$ cat src/rtl/dbg_bridge.sv
// Serial debug bridge: turns UART command bytes into single-byte bus reads/writes
// and halt control, replying one byte per command on the UART transmit side.
module dbg_bridge #(
    parameter int READ_WAIT = 1,
    parameter int TIMEOUT   = 20800
) (
    input  logic        clk,
    input  logic        rst,
    input  logic        rx_valid,
    input  logic [7:0]  rx_data,
    output logic [7:0]  tx_data,
    output logic        tx_valid,
    input  logic        tx_ready,
    output logic        bus_req,
    input  logic        bus_gnt,
    output logic [15:0] address,
    output logic [7:0]  dout,
    input  logic [7:0]  din,
    output logic        read,
    output logic        halt
);

    localparam int TW = $clog2(TIMEOUT + 1);
    localparam int AW = (READ_WAIT > 0) ? $clog2(READ_WAIT + 1) : 1;

    localparam logic [7:0] CMD_W   = 8'h57;
    localparam logic [7:0] CMD_R   = 8'h52;
    localparam logic [7:0] CMD_N   = 8'h4E;
    localparam logic [7:0] CMD_H   = 8'h48;
    localparam logic [7:0] CMD_G   = 8'h47;
    localparam logic [7:0] RPL_OK  = 8'h4B;
    localparam logic [7:0] RPL_BAD = 8'h3F;

    typedef enum logic [2:0] {
        IDLE   = 3'd0,
        ARG_AH = 3'd1,
        ARG_AL = 3'd2,
        ARG_D  = 3'd3,
        REQ    = 3'd4,
        ACCESS = 3'd5,
        RESP   = 3'd6
    } state_t;

    state_t          state_r;
    logic            is_write_r;
    logic [7:0]      ah_r;
    logic [7:0]      al_r;
    logic [7:0]      data_r;
    logic [15:0]     addr_r;
    logic [TW-1:0]   tmo_r;
    logic [AW-1:0]   acc_cnt_r;

    // Command sequencer: decode, argument collection with timeout, bus access, reply
    always_ff @(posedge clk or negedge rst) begin
        if (!rst) begin
            state_r    <= IDLE;
            is_write_r <= 1'b0;
            ah_r       <= 8'h00;
            al_r       <= 8'h00;
            data_r     <= 8'h00;
            addr_r     <= 16'h0000;
            tmo_r      <= '0;
            acc_cnt_r  <= '0;
            tx_data    <= 8'h00;
            tx_valid   <= 1'b0;
            bus_req    <= 1'b0;
            address    <= 16'h0000;
            dout       <= 8'h00;
            read       <= 1'b1;
            halt       <= 1'b0;
        end else begin
            case (state_r)
                IDLE: begin
                    tmo_r <= '0;
                    if (rx_valid) begin
                        case (rx_data)
                            CMD_W: begin
                                is_write_r <= 1'b1;
                                state_r    <= ARG_AH;
                            end
                            CMD_R: begin
                                is_write_r <= 1'b0;
                                state_r    <= ARG_AH;
                            end
                            CMD_N: begin
                                is_write_r <= 1'b0;
                                addr_r     <= addr_r + 16'd1;
                                bus_req    <= 1'b1;
                                state_r    <= REQ;
                            end
                            CMD_H: begin
                                halt     <= 1'b1;
                                tx_data  <= RPL_OK;
                                tx_valid <= 1'b1;
                                state_r  <= RESP;
                            end
                            CMD_G: begin
                                halt     <= 1'b0;
                                tx_data  <= RPL_OK;
                                tx_valid <= 1'b1;
                                state_r  <= RESP;
                            end
                            default: begin
                                tx_data  <= RPL_BAD;
                                tx_valid <= 1'b1;
                                state_r  <= RESP;
                            end
                        endcase
                    end
                end
                ARG_AH, ARG_AL, ARG_D: begin
                    if (rx_valid) begin
                        tmo_r <= '0;
                        if (state_r == ARG_AH) begin
                            ah_r    <= rx_data;
                            state_r <= ARG_AL;
                        end else if (state_r == ARG_AL) begin
                            al_r <= rx_data;
                            if (is_write_r) begin
                                state_r <= ARG_D;
                            end else begin
                                addr_r  <= {ah_r, rx_data};
                                bus_req <= 1'b1;
                                state_r <= REQ;
                            end
                        end else begin
                            data_r  <= rx_data;
                            addr_r  <= {ah_r, al_r};
                            bus_req <= 1'b1;
                            state_r <= REQ;
                        end
                    end else if (tmo_r == TW'(TIMEOUT - 1)) begin
                        // Abandoned command: latched address is only committed on REQ entry
                        tmo_r   <= '0;
                        state_r <= IDLE;
                    end else begin
                        tmo_r <= tmo_r + TW'(1);
                    end
                end
                REQ: begin
                    if (bus_gnt) begin
                        address   <= addr_r;
                        acc_cnt_r <= '0;
                        read      <= ~is_write_r;
                        if (is_write_r) begin
                            dout <= data_r;
                        end
                        state_r <= ACCESS;
                    end
                end
                ACCESS: begin
                    if (!bus_gnt) begin
                        read    <= 1'b1;
                        state_r <= REQ;
                    end else if (is_write_r) begin
                        read     <= 1'b1;
                        bus_req  <= 1'b0;
                        tx_data  <= RPL_OK;
                        tx_valid <= 1'b1;
                        state_r  <= RESP;
                    end else if (acc_cnt_r == AW'(READ_WAIT)) begin
                        bus_req  <= 1'b0;
                        tx_data  <= din;
                        tx_valid <= 1'b1;
                        state_r  <= RESP;
                    end else begin
                        acc_cnt_r <= acc_cnt_r + AW'(1);
                    end
                end
                RESP: begin
                    if (tx_ready) begin
                        tx_valid <= 1'b0;
                        state_r  <= IDLE;
                    end
                end
                default: begin
                    state_r <= IDLE;
                end
            endcase
        end
    end

endmodule

$ cat config.mk
export PLATFORM = sky130hd
export DESIGN_NAME = dbg_bridge
export DESIGN_NICKNAME = d
export VERILOG_FILES = /design/src/rtl/dbg_bridge.sv
export SDC_FILE = /design/constraint.sdc
export NUM_CORES = 1
export LEC_CHECK = 0
export ABC_CLOCK_PERIOD_IN_PS = 3600
export CORE_MARGIN = 4
export CORE_UTILIZATION = 62
export CTS_BUF_LIST = sky130_fd_sc_hd__clkbuf_4
export CTS_CLUSTER_SIZE = 28
export DETAILED_ROUTE_END_ITERATION = 12
export GPL_ROUTABILITY_DRIVEN = 0
export PLACE_DENSITY = 0.95
export SLEW_MARGIN = 0
export SYNTH_ARGS = -nofsm -noshare
export SYNTH_HDL_FRONTEND = slang
export SYNTH_SLANG_ARGS = --single-unit
$ cat constraint.sdc
create_clock -name clk -period 3.6 [get_ports clk]
set_input_delay 1.08 -clock clk [delete_from_list [all_inputs] [get_ports clk]]
set_output_delay 1.08 -clock clk [all_outputs]
set_load 0.03 [all_outputs]
==> load_flow_metrics.sql <==
INSERT INTO impl_metrics (metric_group, metric, value, unit) VALUES
('cells_and_area', 'drive_gt1_share', '18.1', '%'),
('cells_and_area', 'final_common_cell', 'sky130_fd_sc_hd__dfrtp_1', ''),
('clock_tree', 'clock_tree.htree_level_count', '3', ''),
('setup_path', 'regToRegStartpoint', 'state_r[2]', ''),
('route', 'wl', '11300', 'um'),
('placed_design', 'placement.cell_area', '5420', 'um^2'),
('sta', 'final_critical_path_share_of_the_clock_period', '77.6', '%'),
('sta', 'timing.slew.headroom', '30.1', '%'),
('synthesis', 'post_synth_instance_area', '4830', 'um^2'),
('flow_run', 'drv_cap', '0', ''),
('sta', 'maxClockFrequency', '0.358', 'GHz'),
('setup_path', 'arrival', '1.71', 'ns'),
('cells_and_area', 'antenna_cells_inserted', '0', ''),
('setup_path', 'cp_cell_sequence', 'clkdlybuf4s50_1', ''),
('pwr', 'total_switching_power', '1.87', 'mW'),
('pwr', 'swShare', '41.3', '%'),
('route', 'drc', '0', ''),
('sta', 'report.final.hold_viol_count', '0', ''),
('synthesis', 'synth_area_per_cell', '10.5', 'um^2'),
('route', 'viasPerCell', '6.38', ''),
('floorplan', 'initial_core_utilization', '65.2', '%'),
('sta', 'setup_viol', '0', ''),
('route', 'final_antenna_net_count', '0', ''),
('worst_hold_path', 'hold_path.startpoint', 'data_r[3]', ''),
('setup_path', 'cpLargestDelayFamily', 'buffers and inverters', ''),
('pwr', 'fraction_of_power_consumed_by_sequential_logic', '42.7', '%'),
('pwr', 'internal_power', '2.67', 'mW'),
('route', 'vias', '3903', ''),
('clock_tree', 'post_cts.repair.setup_buffers', '0', ''),
('floorplan', 'design.portCount', '57', ''),
('sta', 'grt_setup_unrepaired', 'false', ''),
('global_route', 'grt.total_usage', '26.6', '%'),
('sta', 'fin_setup_tns', '0', 'ns'),
('synthesis', 'mappedNetlistNets', '483', ''),
('worst_hold_path', 'min-delay-path-class', 'register to register', ''),
('sta', 'min_period', '2.79', 'ns'),
('floorplan', 'die-area', '9260', 'um^2'),
('route', 'first_pass_iters', '5', ''),
('placed_design', 'detailedPlacementHpwl', '7840', 'um'),
('setup_path', 'cp_data_required_time', '2.52', 'ns'),
('global_route', 'grt_pass1_wl', '18800', 'um'),
('clock_tree', 'tritoncts_num_sinks', '96', ''),
('sta', 'total_count_of_max_transition_violations_in_the_final_report', '0', ''),
('cells_and_area', 'final_net_count', '531', ''),
('setup_path', 'timing.critical_path.depth', '1', ''),
('floorplan', 'die_height', '96.3', 'um'),
('pwr', 'vdd.ir_drop.worst', '0.000446', 'V'),
('cells_and_area', 'area_growth_syn_to_layout', '15.7', '%'),
('clock_tree', 'cts_tree', 'done', ''),
('synthesis', 'postSynth.asyncResetShare', '100', '%'),
('clock_tree', 'clk_pin_slew', '0.14', 'ns'),
('setup_path', 'worst_setup_startpoint', 'read', ''),
('worst_hold_path', 'worstHoldPathCells', '2', ''),
('floorplan', 'die_width', '96.3', 'um'),
('cells_and_area', 'instances_no_fill', '612', ''),
('synthesis', 'ys_dominant_reg_cell', 'sky130_fd_sc_hd__dfrtp_1', ''),
('run_status', 'outcome', 'finished, final reports clean', ''),
('route', 'drt_iter0_drc', '414', ''),
('setup_path', 'worstPathMaxFanout', '2', ''),
('cells_and_area', 'final_cell_area', '5590', 'um^2'),
('synthesis', 'postSynthRegisterBits', '96', ''),
('synthesis', 'syn-instance-count', '460', ''),
('placed_design', 'place.detailed.instances', '596', ''),
('setup_path', 'crit_path_top_delay_cell', 'sky130_fd_sc_hd__clkdlybuf4s50_1', ''),
('global_route', 'grt_antenna_before_repair', '0', ''),
('sta', 'fin_worst_skew', '0.0257', 'ns'),
('setup_path', 'cp-end-kind', 'output port', ''),
('clock_tree', 'cts-root-buf', 'sky130_fd_sc_hd__clkbuf_4', ''),
('setup_path', 'worst-path-buf-inv', '1', ''),
('synthesis', 'edff_count_synth', '0', ''),
('synthesis', 'synth_sequential_area_ratio', '49.8', '%');
## final timing paths
check,to,slack [ns]
worst max register to register,addr_r[13],1.10
worst max-delay path,read,0.81
worst min register to register,data_r[3],0.50
min in group asynchronous,addr_r[6],0.59
worst min-delay path,data_r[3],0.50
max in group asynchronous,tmo_r[1],2.34
## per-stage QoR
stage	utilization [%]	total power [mW]	setup WS [ns]	hold slack (ns)
6_report	75.4	4.54	0.808	0.505
2_1_floorplan	-	3.20	1.20	0.446
5_1_grt	75.4	4.83	0.764	0.543
3_5_place_dp	73.2	3.88	0.424	0.475
3_3_place_gp	73.2	3.77	0.553	0.472
4_1_cts	75.4	4.55	0.796	0.507
## per-layer routing
layer / global-route usage, % / part of all wire (%)
met1: 34.8 / 41
met2: 43.2 / 49
met3: 6.96 / 7.9
met4: 8.77 / 2.6
met5: 0 / 0
## layout make-up
| class | instances | area (um^2) |
|---|---|---|
| clock buffer | 10 | 75.1 |
| timing repair buffer | 60 | 601 |
| multi-input combinational | 324 | 2230 |
| tap | 99 | 124 |
| sequential | 96 | 2400 |
| clock inverter | 6 | 90.1 |
| fill | 508 | 1820 |
| inverter | 17 | 63.8 |
## kinds of logic (layout without fill, tap and decap cells)
logic type	count (synthesis)	in the layout	share of synthesized area (%)
simple gates	143	143	16.8
compound gates	126	126	16.6
flops	96	96	49.8
mux	51	51	11.9
buf+inv	40	93	4.07
fa+ha+maj	2	2	0.518
xor+xnor	2	2	0.363
## flip-flops by register name (all words and copies together) (netlist names)
| name | flops |
|---|---|
| dout | 8 |
| tx_data | 8 |
| is_write_r | 1 |
| tx_valid | 1 |
| ah_r | 8 |
| tmo_r | 15 |
| read | 1 |
| halt | 1 |
| state_r | 3 |
| bus_req | 1 |
| al_r | 8 |
| data_r | 8 |
| acc_cnt_r | 1 |
| addr_r | 16 |
| address | 16 |
## power groups by stage
stage | registers (mW) | logic [mW] | clock network [mW]
2_1_floorplan | 2.08 | 1.12 | 0
3_3_place_gp | 1.92 | 1.85 | 0
3_5_place_dp | 1.95 | 1.93 | 0
4_1_cts | 1.93 | 1.94 | 0.673
5_1_grt | 2.00 | 2.11 | 0.719
6_report | 1.94 | 1.94 | 0.659
## synthesized netlist by cell type (all sizes together), types with 3 or more instances
library cell | number | area, um^2
inv | 17 | 63.8
nor3 | 11 | 66.3
a21oi | 37 | 189
or3 | 10 | 67.6
dfrtp | 95 | 2380
nor2 | 31 | 121
o32ai | 3 | 26.3
nor2b | 3 | 18.8
a31oi | 11 | 68.8
o211ai | 3 | 22.5
a21o | 7 | 53.8
buf | 17 | 109
and3 | 3 | 20.0
nand4 | 6 | 43.8
o21ai | 39 | 195
a22o | 4 | 36.3
nand2b | 3 | 18.8
nand3 | 22 | 115
clkbuf | 6 | 23.8
nand2 | 36 | 138
o22ai | 5 | 31.3
mux2 | 50 | 563
a22oi | 3 | 22.5
nor3b | 4 | 46.3
Note: power is estimated with default switching activity, not from simulation.
